**src/rtl/sdbuf_xfer_ctrl_if.sv**
```systemverilog
// Control, buffer-port and stream signals between sdbuf_xfer_ctrl (slave) and its environment (master).
// The master side owns start/params/abort, buffer read data and the stream inputs.
interface sdbuf_xfer_ctrl_if #(
  parameter int ADDR_WIDTH = 8,
  parameter int DATA_WIDTH = 32
);
  logic                  start;
  logic                  dir;
  logic [ADDR_WIDTH-1:0] base_addr;
  logic [ADDR_WIDTH:0]   count;
  logic                  abort;
  logic                  busy;
  logic                  done;
  logic                  aborted;
  logic [ADDR_WIDTH:0]   xfer_cnt;
  logic                  buf_ren;
  logic                  buf_wen;
  logic [ADDR_WIDTH-1:0] buf_addr;
  logic [DATA_WIDTH-1:0] buf_wdata;
  logic [DATA_WIDTH-1:0] buf_rdata;
  logic                  rx_valid;
  logic                  rx_ready;
  logic [DATA_WIDTH-1:0] rx_data;
  logic                  tx_valid;
  logic                  tx_ready;
  logic [DATA_WIDTH-1:0] tx_data;

  modport slave (
    input  start, dir, base_addr, count, abort, buf_rdata, rx_valid, rx_data, tx_ready,
    output busy, done, aborted, xfer_cnt, buf_ren, buf_wen, buf_addr, buf_wdata,
           rx_ready, tx_valid, tx_data
  );

  modport master (
    output start, dir, base_addr, count, abort, buf_rdata, rx_valid, rx_data, tx_ready,
    input  busy, done, aborted, xfer_cnt, buf_ren, buf_wen, buf_addr, buf_wdata,
           rx_ready, tx_valid, tx_data
  );
endinterface

```
**src/rtl/sdbuf_xfer_ctrl.sv**
```systemverilog
// Buffer <-> stream transfer controller: RX writes one word per cycle, TX fetch/wait/send takes >= 3 cycles per word.
// rx_ready follows !abort combinationally; TX holds tx_valid/tx_data until tx_ready; abort wins over any handshake.
module sdbuf_xfer_ctrl #(
  parameter int ADDR_WIDTH = 8,
  parameter int DATA_WIDTH = 32
) (
  input  logic             clock,
  input  logic             reset_n,
  sdbuf_xfer_ctrl_if.slave bus
);

  typedef enum logic [2:0] {
    S_IDLE,
    S_RX,
    S_TX_FETCH,
    S_TX_WAIT,
    S_TX_SEND,
    S_DONE
  } state_t;

  localparam logic [ADDR_WIDTH:0] MAX_LEN = {1'b1, {ADDR_WIDTH{1'b0}}};
  localparam logic [ADDR_WIDTH:0] CNT_ONE = {{ADDR_WIDTH{1'b0}}, 1'b1};

  state_t                r_state;
  logic [ADDR_WIDTH-1:0] r_base;
  logic [ADDR_WIDTH:0]   r_len;
  logic [ADDR_WIDTH:0]   r_cnt;
  logic                  r_busy;
  logic                  r_done;
  logic                  r_aborted;
  logic                  r_tx_valid;
  logic                  r_buf_ren;
  logic [DATA_WIDTH-1:0] r_tx_data;

  logic [ADDR_WIDTH:0]   w_len;
  logic [ADDR_WIDTH-1:0] w_addr;
  logic [ADDR_WIDTH:0]   w_cnt_inc;
  logic                  w_last;
  logic                  w_rx_fire;
  logic                  w_tx_fire;

  assign w_len     = (bus.count > MAX_LEN) ? MAX_LEN : bus.count;
  // Address wraps naturally by dropping the count MSB.
  assign w_addr    = r_base + r_cnt[ADDR_WIDTH-1:0];
  assign w_cnt_inc = r_cnt + CNT_ONE;
  assign w_last    = (w_cnt_inc == r_len);
  assign w_rx_fire = (r_state == S_RX) && bus.rx_valid && !bus.abort;
  assign w_tx_fire = (r_state == S_TX_SEND) && bus.tx_ready && !bus.abort;

  always_ff @(posedge clock or negedge reset_n) begin
    if (!reset_n) begin
      r_state    <= S_IDLE;
      r_base     <= '0;
      r_len      <= '0;
      r_cnt      <= '0;
      r_busy     <= 1'b0;
      r_done     <= 1'b0;
      r_aborted  <= 1'b0;
      r_tx_valid <= 1'b0;
      r_buf_ren  <= 1'b0;
      r_tx_data  <= '0;
    end else begin
      r_done     <= 1'b0;
      r_buf_ren  <= 1'b0;
      r_tx_valid <= 1'b0;
      // r_busy is high exactly in the four active states.
      if (r_busy && bus.abort) begin
        r_aborted <= 1'b1;
        r_busy    <= 1'b0;
        r_done    <= 1'b1;
        r_state   <= S_DONE;
      end else begin
        case (r_state)
          S_IDLE: begin
            if (bus.start) begin
              r_base    <= bus.base_addr;
              r_len     <= w_len;
              r_cnt     <= '0;
              r_aborted <= 1'b0;
              if (bus.count == '0) begin
                r_done  <= 1'b1;
                r_state <= S_DONE;
              end else if (bus.dir) begin
                r_busy    <= 1'b1;
                r_buf_ren <= 1'b1;
                r_state   <= S_TX_FETCH;
              end else begin
                r_busy  <= 1'b1;
                r_state <= S_RX;
              end
            end
          end
          S_RX: begin
            if (w_rx_fire) begin
              r_cnt <= w_cnt_inc;
              if (w_last) begin
                r_busy  <= 1'b0;
                r_done  <= 1'b1;
                r_state <= S_DONE;
              end
            end
          end
          S_TX_FETCH: r_state <= S_TX_WAIT;
          S_TX_WAIT: begin
            r_tx_data  <= bus.buf_rdata;
            r_tx_valid <= 1'b1;
            r_state    <= S_TX_SEND;
          end
          S_TX_SEND: begin
            if (w_tx_fire) begin
              r_cnt <= w_cnt_inc;
              if (w_last) begin
                r_busy  <= 1'b0;
                r_done  <= 1'b1;
                r_state <= S_DONE;
              end else begin
                r_buf_ren <= 1'b1;
                r_state   <= S_TX_FETCH;
              end
            end else begin
              r_tx_valid <= 1'b1;
            end
          end
          S_DONE:  r_state <= S_IDLE;
          default: r_state <= S_IDLE;
        endcase
      end
    end
  end

  assign bus.busy      = r_busy;
  assign bus.done      = r_done;
  assign bus.aborted   = r_aborted;
  assign bus.xfer_cnt  = r_cnt;
  assign bus.buf_ren   = r_buf_ren;
  assign bus.buf_wen   = w_rx_fire;
  assign bus.buf_addr  = w_addr;
  assign bus.buf_wdata = bus.rx_data;
  assign bus.rx_ready  = (r_state == S_RX) && !bus.abort;
  assign bus.tx_valid  = r_tx_valid;
  assign bus.tx_data   = r_tx_data;

endmodule

```
**src/flat_wrapper.sv**
```systemverilog
// flat-port wrapper written by rule: the top's interface ports become plain ports
module sdbuf_xfer_ctrl_flat 
#(
  parameter int ADDR_WIDTH = 8,
  parameter int DATA_WIDTH = 32
)
  (clock, reset_n, bus_start, bus_dir, bus_base_addr, bus_count, bus_abort, bus_buf_rdata, bus_rx_valid, bus_rx_data, bus_tx_ready, bus_busy, bus_done, bus_aborted, bus_xfer_cnt, bus_buf_ren, bus_buf_wen, bus_buf_addr, bus_buf_wdata, bus_rx_ready, bus_tx_valid, bus_tx_data);
  sdbuf_xfer_ctrl_if #(.ADDR_WIDTH(ADDR_WIDTH), .DATA_WIDTH(DATA_WIDTH)) bus_i ();
  input  logic clock;
  input  logic reset_n;
  input wire logic [$bits(bus_i.start)-1:0] bus_start;
  input wire logic [$bits(bus_i.dir)-1:0] bus_dir;
  input wire logic [$bits(bus_i.base_addr)-1:0] bus_base_addr;
  input wire logic [$bits(bus_i.count)-1:0] bus_count;
  input wire logic [$bits(bus_i.abort)-1:0] bus_abort;
  input wire logic [$bits(bus_i.buf_rdata)-1:0] bus_buf_rdata;
  input wire logic [$bits(bus_i.rx_valid)-1:0] bus_rx_valid;
  input wire logic [$bits(bus_i.rx_data)-1:0] bus_rx_data;
  input wire logic [$bits(bus_i.tx_ready)-1:0] bus_tx_ready;
  output wire logic [$bits(bus_i.busy)-1:0] bus_busy;
  output wire logic [$bits(bus_i.done)-1:0] bus_done;
  output wire logic [$bits(bus_i.aborted)-1:0] bus_aborted;
  output wire logic [$bits(bus_i.xfer_cnt)-1:0] bus_xfer_cnt;
  output wire logic [$bits(bus_i.buf_ren)-1:0] bus_buf_ren;
  output wire logic [$bits(bus_i.buf_wen)-1:0] bus_buf_wen;
  output wire logic [$bits(bus_i.buf_addr)-1:0] bus_buf_addr;
  output wire logic [$bits(bus_i.buf_wdata)-1:0] bus_buf_wdata;
  output wire logic [$bits(bus_i.rx_ready)-1:0] bus_rx_ready;
  output wire logic [$bits(bus_i.tx_valid)-1:0] bus_tx_valid;
  output wire logic [$bits(bus_i.tx_data)-1:0] bus_tx_data;
  assign bus_i.start = bus_start;
  assign bus_i.dir = bus_dir;
  assign bus_i.base_addr = bus_base_addr;
  assign bus_i.count = bus_count;
  assign bus_i.abort = bus_abort;
  assign bus_i.buf_rdata = bus_buf_rdata;
  assign bus_i.rx_valid = bus_rx_valid;
  assign bus_i.rx_data = bus_rx_data;
  assign bus_i.tx_ready = bus_tx_ready;
  assign bus_busy = bus_i.busy;
  assign bus_done = bus_i.done;
  assign bus_aborted = bus_i.aborted;
  assign bus_xfer_cnt = bus_i.xfer_cnt;
  assign bus_buf_ren = bus_i.buf_ren;
  assign bus_buf_wen = bus_i.buf_wen;
  assign bus_buf_addr = bus_i.buf_addr;
  assign bus_buf_wdata = bus_i.buf_wdata;
  assign bus_rx_ready = bus_i.rx_ready;
  assign bus_tx_valid = bus_i.tx_valid;
  assign bus_tx_data = bus_i.tx_data;
  sdbuf_xfer_ctrl #(.ADDR_WIDTH(ADDR_WIDTH), .DATA_WIDTH(DATA_WIDTH)) u_core (.clock(clock), .reset_n(reset_n), .bus(bus_i));
endmodule
```
**config.mk**
```make
export PLATFORM = sky130hd
export DESIGN_NAME = sdbuf_xfer_ctrl_flat
export DESIGN_NICKNAME = d
export VERILOG_FILES = /design/src/rtl/sdbuf_xfer_ctrl_if.sv /design/src/rtl/sdbuf_xfer_ctrl.sv /design/src/flat_wrapper.sv
export SDC_FILE = /design/constraint.sdc
export NUM_CORES = 1
export LEC_CHECK = 0
export CAP_MARGIN = 0
export CELL_PAD_IN_SITES_DETAIL_PLACEMENT = 1
export CELL_PAD_IN_SITES_GLOBAL_PLACEMENT = 2
export CORE_AREA = 2 2 124 126
export CTS_CLUSTER_DIAMETER = 80
export CTS_CLUSTER_SIZE = 14
export DETAILED_ROUTE_END_ITERATION = 7
export DIE_AREA = 0 0 126 128
export GPL_TIMING_DRIVEN = 0
export MAX_ROUTING_LAYER = met4
export PLACE_DENSITY = 0.93
export REMOVE_ABC_BUFFERS = 1
export SETUP_SLACK_MARGIN = 0.02
export SLEW_MARGIN = 30
export SYNTH_ARGS = -nofsm -noshare
export SYNTH_HDL_FRONTEND = slang
export SYNTH_SLANG_ARGS = --single-unit
export TNS_END_PERCENT = 20
```
**constraint.sdc**
```tcl
create_clock -name clock -period 6.67 [get_ports clock]
set_clock_uncertainty 0.2 [all_clocks]
set_input_delay 1.0005 -clock clock [delete_from_list [all_inputs] [get_ports clock]]
set_output_delay 1.0005 -clock clock [all_outputs]
set_load 0.01 [all_outputs]
```
# --- Word-level counts from Yosys, hierarchy flattened ---
# Cells that the tools add are included.
word_totals:
  reg_bits: 66
  output_inout_bits: 88
  wordCells: 87
classes:
  n_addsub: 2
  eq_ne: 13
  muxes: 41
  reduce_logical: 19
  bitwise: 1
  order_cmp: 1
op_table:
  columns: ["op", "n"]
  rows:
  - ["9-bit two-way mux", 4]
  - ["9-bit one-hot mux with 3 select lines", 1]
  - ["1-bit two-way mux", 23]
  - ["3-bit two-way mux", 7]
  - ["3-bit one-hot mux with 5 select lines", 1]
  - ["3-bit by 2-bit != test with 1-bit output, second input constant", 4]
  - ["5-bit AND reduction", 2]
  - ["9-bit by 1-bit adder with 9-bit output, second input constant", 1]
  - ["9-bit equality test", 1]
  - ["9-bit greater-than comparator, second input constant", 1]
  - ["9-bit logical NOT", 1]
  - ["8-bit adder", 1]
  - ["3-bit by 2-bit equality test with 1-bit output, second input constant", 2]
  - ["1-bit logical AND", 6]
  - ["1-bit one-hot mux with 3 select lines", 2]
  - ["2-bit != test, second input constant", 2]
  - ["1-bit one-hot mux with 2 select lines", 2]
  - ["2-bit AND reduction", 2]
  - ["4-bit AND reduction", 1]
  - ["2-bit nonzero test", 2]
  - ["4-bit nonzero test", 1]
  - ["3-bit by 1-bit equality test with 1-bit output, second input constant", 1]
  - ["3-bit equality test, second input constant", 1]
  - ["3-bit logical NOT", 1]
  - ["other kinds (7)", 7]

# --- Longest topological paths before layout ---
# Gate-level depths: netlist (run 1).
depth:
  word_depth: 6
  depth_mapped: 9
  depth_no_buf: 9

# --- Least setup slack after synthesis (run 1) ---
# Ideal clock, no wire load.
synth_timing:
  path_type: "reg-to-output"
  startpoint: "reg u_core.r_cnt[0], in the netlist u_core.bus.xfer_cnt[0]"
  endpoint: "out bus_buf_addr[6]"
  setup_slack_ps: 3621
  path_stages_with_launch: 10
  arrival_ps: 1849
  n_path_buf: 0
  path_cell_list: "dfrtp_1 ha_1 inv_1 fa_1 inv_1 a21oi_1 o21bai_1 a21o_1 a21oi_1 xnor2_1"
synth_between:
  elab_chain_cells: 1
synth_lines:
  columns: ["element", "line_no", "source"]
  rows:
  - ["start, declared", "sdbuf_xfer_ctrl.sv:27", "logic [ADDR_WIDTH:0] r_cnt;"]
  - ["start signal, assigned", "sdbuf_xfer_ctrl.sv:95", "r_cnt <= w_cnt_inc;"]
  - ["start signal, assigned", "sdbuf_xfer_ctrl.sv:111", "r_cnt <= w_cnt_inc;"]
  - ["8-bit adder", "sdbuf_xfer_ctrl.sv:44", "assign w_addr = r_base + r_cnt[ADDR_WIDTH-1:0];"]
  - ["end, declared", "flat_wrapper.sv:26", "output wire logic [$bits(bus_i.buf_addr)-1:0] bus_buf_addr;"]
# Every way passes these cells.

# --- Final worst setup path (run 1) ---
# Ends and elaborated chain as after synthesis.

==> impl_summary.md, run 1 <==
Yosys
Counting flops with a built-in enable in the synthesized netlist gives 0. After synthesis, the share of flip-flops with an asynchronous set or reset is 100%. The leading cell type by number of instances after synthesis is sky130_fd_sc_hd__dfrtp_1. The synthesized instance count is 349.

The commonest cells after synthesis are sky130_fd_sc_hd__dfrtp_1 (66), sky130_fd_sc_hd__mux2_2 (41), sky130_fd_sc_hd__buf_4 (33). The synthesized design spends more area on one cell type than any other, namely sky130_fd_sc_hd__dfrtp_1. Counting flops and latches in the post-synthesis netlist gives 66. The synthesis warning total is 0. The register area share after synthesis is 45.6%.

The per-instance average area after synthesis is 10.4 um^2. Synthesis instantiated 47 different standard cells from the library. The top flip-flop cell by instance count after synthesis is sky130_fd_sc_hd__dfrtp_1. The mapped cell area is 0.00362 mm^2.

The area fraction of the dominant cell type after synthesis is 45.6%. By area the synthesized netlist is led by sky130_fd_sc_hd__dfrtp_1 (46%), sky130_fd_sc_hd__mux2_2 (13%), sky130_fd_sc_hd__buf_4 (6.8%).

Pwr
In this run the power density over the cells is 426 mW/mm^2. The internal power of the cells totals 1.44 mW. Combinational logic is responsible for 43.6% of the overall power. Across the VDD grid, the largest voltage drop is 0.136 mV. The clock network accounts for 23.9% of the total power. The leakage component of the power is 2.10 nW. The register share of total power is 32.5%.

Net switching is 33.1% of the power. The net switching power is 0.711 mW.

Drt
Summed over all layers, the routed wires come to 10,800 um. The number of design rule violations left after detail routing is 0. The count of nets left with antenna violations once routing finished came out at 0. The length of the first detailed-routing pass in iterations is 4. The number of violations reported at the end of detailed-routing iteration 0 is 63.

The via count is 2,934. After detailed routing, the number of vias per cell comes to 4.76. The detailed-route wire length per cell is 17.5 um.

Worst setup path
The critical path data arrival time is 2.90 ns. The category of the worst setup path capture point is an output port. Walking the worst path, the cells encountered are ha_1, inv_1, fa_1, inv_1, a21oi_1, o21bai_1, a21o_1, a21oi_1, xnor2_1, clkdlybuf4s50_1.

The cell type of the slowest stage on the worst timing path is sky130_fd_sc_hd__clkdlybuf4s50_1. In this run the worst path has a maximum fanout of 8. The delay of the slowest cell on the worst path is 0.55 ns. STA puts the critical path data required time at 5.47 ns. The launching element type of the critical path is a flop. The setup path with the least slack is of type flop to output port. In this run the register-to-register setup slack is 4.02 ns.

Floorplan
The initial core utilization is 24.4%. During I/O placement, the number of pins put on the boundary was 176. The area enclosed by the die boundary is 0.0161 mm^2. The region available for standard cell placement spans 0.0149 mm^2. In this run the core area contains 45 standard-cell rows. The die extent in x is 126 um. The die is 128 um tall.

Finish
The fraction of layout cells with a size suffix above 1 is 15.4%. The number of standard cells in the final layout excluding fillers is 617. The net count reported at finish is 521. The cell area after layout is 0.00505 mm^2.

The multi-input combinational cells in the finished layout cover a total of 0.00164 mm^2. Summing all flip-flop and latch instances after layout gives 0.00165 mm^2. The number of antenna diodes in the final layout is 0. The layout has 1,663 filler cells. From synthesis to final layout, the design area changed by 39.4%.

Clock tree
The H-tree was split into 3 levels. In this run the post-CTS setup repair buffer count came out at 0. No sink is reached through more buffers than the 2 on the longest clock path.

Gates resized during post-CTS repair numbered 0. The clock net in this run drives a total of 66 sinks. TritonCTS built the clock tree.

The tree is rooted in a sky130_fd_sc_hd__clkbuf_16. The number of hold-repair buffers added at the cts stage is 0. The clock latency on the worst-skew pair is 0.33 ns.

The number of clock buffers added by TritonCTS is 9. The clock slew seen by the registers of the worst setup and hold paths is 0.06 ns.

Placed design
Once placement completed, the tool counted placed cells totaling 601. In this run the cell area measured after placement is 0.00472 mm^2. Routability-driven placement finished with a final weighted congestion of 0.789. Port buffering added 111 buffers. The HPWL after detailed placement is 8480 um.

Timing
The final number of max-transition violations came to 0. The slew at the pin closest to its max-slew limit is 0.630 ns. For this run, the top clock speed supported by timing is 244 MHz.

Of the available clock period, the critical path in the final layout requires 61.4%. The total of endpoints with negative setup slack in the final report is 0. Adding up every negative setup slack in the final design gives 0 ns.

The normalized max-slew margin is 57.6%. The hold violation count in the final report is 0. The shortest period the worst path allows is 4.10 ns. Setup repair after global routing left no endpoint under its margin.

GRT
The initial antenna violation count was 0. The remaining global-route overflow is 0. The number of global-route vias before repair is 3,190. The global-route wire length before repair is 17,400 um.

For this run, the total global-route usage over all layers was measured as 14.0%. Entering global routing, the biggest net connects 49 pins.

Run status
The run finished with clean final reports.

Job
Across the run, the number of max-cap violations was 0.

Min path
In this run the worst hold path is classified as flop to flop.
-- path summary, 6_finish.rpt --
check | startpoint | to | depth (start not counted)
worst max register to register | u_core.bus.xfer_cnt[3]$_DFFE_PN0P_ | u_core.r_state[0]$_DFFE_PN0P_ | 6
max in group asynchronous | reset_n | u_core.bus.tx_data[19]$_DFFE_PN0P_ | 2
worst max-delay path | u_core.bus.xfer_cnt[0]$_DFFE_PN0P_ | bus_buf_addr[6] | 10
worst min-delay path | u_core.bus.aborted$_DFFE_PN0P_ | u_core.bus.aborted$_DFFE_PN0P_ | 2
min in group asynchronous | reset_n | u_core.r_len[1]$_DFFE_PN0P_ | 1
worst min register to register | u_core.bus.aborted$_DFFE_PN0P_ | u_core.bus.aborted$_DFFE_PN0P_ | 2
-- metal layers --
metal | wire length [um] | share of wire [%] | global-route usage (%) | up-vias
met1 | 4590 | 42 | 16.7 | 1458
li1 | - | - | - | 1346
met4 | 148 | 1.4 | 4.46 | 0
met5 | 0 | 0 | - | -
met3 | 861 | 8.0 | 5.38 | 16
met2 | 5230 | 48 | 22.0 | 114
-- power by group through the flow --
stage	registers (mW)	logic, mW	clock network (mW)
2_1_floorplan	0.733	0.436	0
3_3_place_gp	0.692	0.912	0
3_5_place_dp	0.709	0.952	0
4_1_cts	0.702	0.956	0.530
5_1_grt	0.729	1.02	0.548
6_report	0.699	0.938	0.513
-- worst max-delay path, delay by kind of cell (launching register included) --
| family | cells | cell delay (ns) |
|---|---|---|
| buffers and inverters | 3 | 0.68 |
| xor gates and xnor gates | 1 | 0.14 |
| DFF | 1 | 0.52 |
| AOI/OAI and AO/OA | 4 | 0.59 |
| adders and majority gates | 2 | 0.64 |
-- cell families (layout without fill, tap and decap cells) --
logic type	Yosys count	count (layout)	share of synthesized area [%]
compound gates	69	69	12.3
xor+xnor	16	16	3.87
fa+ha+maj	9	9	3.32
buf+inv	59	139	9.53
flops	66	66	45.6
mux	42	42	13.0
simple gates	88	88	12.4
-- layout make-up --
type	instances	share of cell area, %
Sequential cell	66	32.7
Multi-Input combinational cell	224	32.4
Timing Repair Buffer	113	23.0
Tap cell	188	4.66
Clock buffer	9	4.46
Clock inverter	7	2.03
Inverter	10	0.743
-- stage by stage --
step           power (mW)  hold slack (ns)  utilization, %  worst slack, ns
6_report             2.15            0.292            34.0             2.57
3_3_place_gp         1.60            0.275            31.4             2.12
3_5_place_dp         1.66            0.281            31.8             2.90
2_1_floorplan        1.17            0.269               -             3.62
5_1_grt              2.30            0.327            34.0             2.36
4_1_cts              2.19            0.300            34.0             2.53
-- cells in the final DEF, fill, tap and decap left out, types with 8 or more instances in the layout --
master,Yosys,layout
sky130_fd_sc_hd__clkdlybuf4s50_1,0,110
sky130_fd_sc_hd__dfrtp_1,66,66
sky130_fd_sc_hd__clkbuf_16,0,9
sky130_fd_sc_hd__nand2_1,28,28
sky130_fd_sc_hd__inv_1,10,10
sky130_fd_sc_hd__mux2_2,41,41
sky130_fd_sc_hd__a21oi_1,13,13
sky130_fd_sc_hd__xnor2_1,13,13
sky130_fd_sc_hd__nor2_1,13,13
sky130_fd_sc_hd__o21ai_0,26,26
sky130_fd_sc_hd__nand2b_1,10,10
sky130_fd_sc_hd__ha_1,8,8
-- registers in the layout (all words and copies together) (netlist names) --
signal               cells
u_core.bus.tx_data      32
u_core.bus.xfer_cnt      9
u_core.r_len             9
u_core.r_base            8
u_core.r_state           3
u_core.bus.aborted       1
u_core.bus.buf_ren       1
u_core.bus.busy          1
u_core.bus.done          1
u_core.bus.tx_valid      1
(Power assumes the default switching activity.)
==> run 2: changes to the inputs <==
--- a/config.mk
+++ b/config.mk
@@ -8,14 +8,14 @@
 export CAP_MARGIN = 0
 export CELL_PAD_IN_SITES_DETAIL_PLACEMENT = 1
 export CELL_PAD_IN_SITES_GLOBAL_PLACEMENT = 2
-export CORE_AREA = 2 2 124 126
+export CORE_AREA = 2 2 135 137
 export CTS_CLUSTER_DIAMETER = 80
 export CTS_CLUSTER_SIZE = 14
 export DETAILED_ROUTE_END_ITERATION = 7
-export DIE_AREA = 0 0 126 128
+export DIE_AREA = 0 0 137 139
 export GPL_TIMING_DRIVEN = 0
 export MAX_ROUTING_LAYER = met4
-export PLACE_DENSITY = 0.93
+export PLACE_DENSITY = 0.85
 export REMOVE_ABC_BUFFERS = 1
 export SETUP_SLACK_MARGIN = 0.02
 export SLEW_MARGIN = 30
==> constraint.sdc (replaced) <==
create_clock -name clock -period 3.5 [get_ports clock]
set_clock_uncertainty 0.2 [all_clocks]
set_input_delay 0.525 -clock clock [delete_from_list [all_inputs] [get_ports clock]]
set_output_delay 0.525 -clock clock [all_outputs]
set_load 0.01 [all_outputs]
==> run 2 against run 1 <==
Via count shrank 0.10%. Setup slack worse by 2.4 ns. Largest cell class unchanged. Critical path type unchanged. Routed wire length grew 5.4%. Largest power group unchanged. First-iteration DRC count is 130% higher. Non-clock buffer count up 3. Cell count increased by 7.0%.
==> impl_summary.md, run 2 (synthesis gave the netlist of run 1 again) <==
Run status
The flow ran to the end, and the final reports show no timing, DRC or antenna violations.

Drt
The length of the first detailed-routing pass in iterations is 4 (unchanged). The number of nets with antenna violations after detailed routing was 0 (unchanged). The number of violations reported at the end of detailed-routing iteration 0 is 147 (+130%). The total wire length after detailed routing is 11,400 um (+5.4%). The number of design rule violations left after detail routing is 0 (unchanged). The routed via count divided by cell count is 4.44 (-6.6%). The detailed-route wire length per cell was 17.3 um (-1.4%). The via count came to 2,931 (-0.10%).

Clock tree
The clock slew seen by the registers of the worst setup and hold paths is 0.05 ns (about the same). The number of clock sinks seen by CTS came to 66 (unchanged). The CTS H-tree depth is 3 (unchanged). The clock tree root driver cell is sky130_fd_sc_hd__clkbuf_16. The number of buffers between clock root and the deepest sink came to 2 (unchanged). The CTS tree is built.

The clock latency on the worst-skew pair is 0.33 ns (about the same). The CTS buffer count is 9 (unchanged).

Timing
The total of endpoints with negative setup slack in the final report came to 0 (unchanged). The accumulated negative setup slack is 0 ns (unchanged). The final number of max-transition violations is 0 (unchanged). The achievable clock frequency is 299 MHz.

The slew at the pin closest to its max-slew limit was 0.651 ns (+0.0217 ns). The hold violation count in the final report is 0 (unchanged). The setup slack after layout came to 0.160 ns (-2.41 ns). Dividing the final minimum period by the clock period gives 95.4%. The clock period could shrink to 3.34 ns. The normalized max-slew margin is 56.2% (-1.5 points).

Setup repair after global routing left no endpoint under its margin.

Finish
The area growth from synthesis to final layout is 41.1%. The net count reported at finish came to 524 (+0.58%). The number of diodes is 0 (unchanged). The number of flip-flops in the largest register is 32 (unchanged). The number of standard cells in the final layout excluding fillers is 660 (+7.0%).

The fraction of layout cells with a size suffix above 1 was 16.5% (+1.1 points). The most common cell after layout, fill and taps aside is sky130_fd_sc_hd__clkdlybuf4s50_1. The final core utilization came to 29.0% (-5.0 points). The library cells used most frequently in the layout, excluding fill and tap cells, are sky130_fd_sc_hd__clkdlybuf4s50_1 (109), sky130_fd_sc_hd__dfrtp_1 (64), sky130_fd_sc_hd__mux2_2 (41), sky130_fd_sc_hd__nand2_1 (28), sky130_fd_sc_hd__o21ai_0 (26).

Placed design
The number of I/O port buffers is 111 (unchanged). The setup slack at placement is 0.210 ns (-2.69 ns). The half-perimeter wire length after placement came to 8870 um (+4.7%).

The cell total after placement was 642 (+6.8%). The final weighted congestion in routability-driven placement is 0.796 (+0.89%).

Floorplan
The area of the placeable core is 0.0177 mm^2 (+19%). The y dimension of the die was 139 um (+8.6%). The die extent in x is 137 um (+8.7%).

The number of core rows is 49 (+8.9%). The area enclosed by the die boundary came to 0.0190 mm^2 (+18%). The number of I/O pins came to 176 (unchanged). The initial core utilization is 20.5% (-3.9 points).

Worst setup path
The maximum fanout along the worst path is 7 (-1). The cell type of the slowest stage on the worst timing path is sky130_fd_sc_hd__clkdlybuf4s50_1. The number of cells on the worst reg-to-reg path is 8 (+2). The start of the worst register-to-register path is u_core.bus.xfer_cnt[0]$_DFFE_PN0P_.

The setup path with the least slack is of type flop to output port. The data required time of the critical path is 2.77 ns (-2.70 ns). The worst setup path is captured at an output port.

The most used cell along the critical path is sky130_fd_sc_hd__a21oi_2. The delay of the slowest cell on the worst path is 0.55 ns (about the same). The most critical setup path has its startpoint at u_core.bus.xfer_cnt[1]$_DFFE_PN0P_.

The setup slack on the worst flop-to-flop path is 0.80 ns (-3.22 ns). The critical path data arrival time was 2.62 ns (-0.28 ns). The signal on the critical path passes through ha_1, a21o_1, a21oi_2, o21bai_1, a21oi_2, o21ai_0, xnor2_1, clkdlybuf4s50_1.

The launching element type of the critical path is a flop. In this run the critical register-to-register path is captured at u_core.r_state[0]$_DFFE_PN0P_.

GRT
The largest net degree at the start of global routing is 42 (-14%). The initial antenna violation count is 0 (unchanged). The total track usage is 12.7% (-1.3 points). The remaining global-route overflow is 0 (unchanged). The number of global-route vias before repair was 3,188 (-0.063%). The global-route wire length before repair is 18,200 um (+4.5%).

Pwr
The power per cell area is 802 mW/mm^2 (+88%). The leakage component of the power was 2.11 nW (+0.71%). The peak supply drop is 0.262 mV (+93%). The final total power came to 4.10 mW (+91%).

Min path
The worst hold path endpoint is u_core.bus.aborted$_DFFE_PN0P_. The min-delay analysis places its worst path in the category flop to flop. The launch point of the worst hold path is u_core.bus.aborted$_DFFE_PN0P_. The number of cells on the worst hold path is 2 (unchanged).

Job
The max-capacitance violation count was 0 (unchanged).
[run 2: worst max-delay path by stage]
stage                                              end  slack (ns)  depth (start not counted)
after floorplan                        bus_buf_addr[6]        0.93                          9
after global placement    u_core.r_base[1]$_DFFE_PN0P_       -0.58                          1
after detailed placement               bus_buf_addr[6]        0.21                         10
after CTS                              bus_buf_addr[7]        0.05                          8
after global routing                   bus_buf_addr[7]        0.02                          7
final                                  bus_buf_addr[7]        0.16                          8
[run 2: final cells by class]
type,instances,area (um^2)
Inverter,10,37.5
Clock inverter,6,82.6
Clock buffer,9,225
Fill cell,2003,12500
Sequential cell,66,1650
Multi-Input combinational cell,224,1640
Timing Repair Buffer,116,1180
Tap cell,229,287
[run 2: report_power, final]
part           total [mW]  internal, mW  switching (mW)  leakage (nW)
registers            1.33          1.09           0.237         0.820
clock network       0.946         0.615           0.331         0.151
logic                1.83          1.03           0.794          1.14
[run 2: through the flow]
stage	hold slack, ns	instance area, um^2
after floorplan	0.0294	3310
after global routing	0.323	5110
after CTS	0.303	5110
after global placement	0.276	4710
final	0.297	5110
after detailed placement	0.261	4770
[run 2: what timing repair did]
| item | CTS | global route |
|---|---|---|
| hold endpoints to repair | 25 | 0 |
| resized for setup | 3 | 2 |
| hold buffers | 1 | 0 |
| pin swaps | 1 | 1 |
| buffers inserted | 2 | 0 |
| endpoints found under the setup margin | 2 | 2 |
[run 2: per-layer routing]
layer,routed length (um),share of wire (%),GRT usage [%],vias to the layer above
met5,0,0,-,-
met1,4800,42,15.0,1459
li1,-,-,-,1351
met3,806,7.1,4.61,16
met4,188,1.6,3.91,0
met2,5620,49,20.2,105
[run 2: critical path, delay by kind of cell (launching register included)]
| family | cells | cell delay, ns |
|---|---|---|
| DFF | 1 | 0.47 |
| buffers and inverters | 1 | 0.55 |
| xor gates and xnor gates | 1 | 0.15 |
| AOI/OAI and AO/OA | 5 | 0.81 |
| adders and majority gates | 1 | 0.32 |
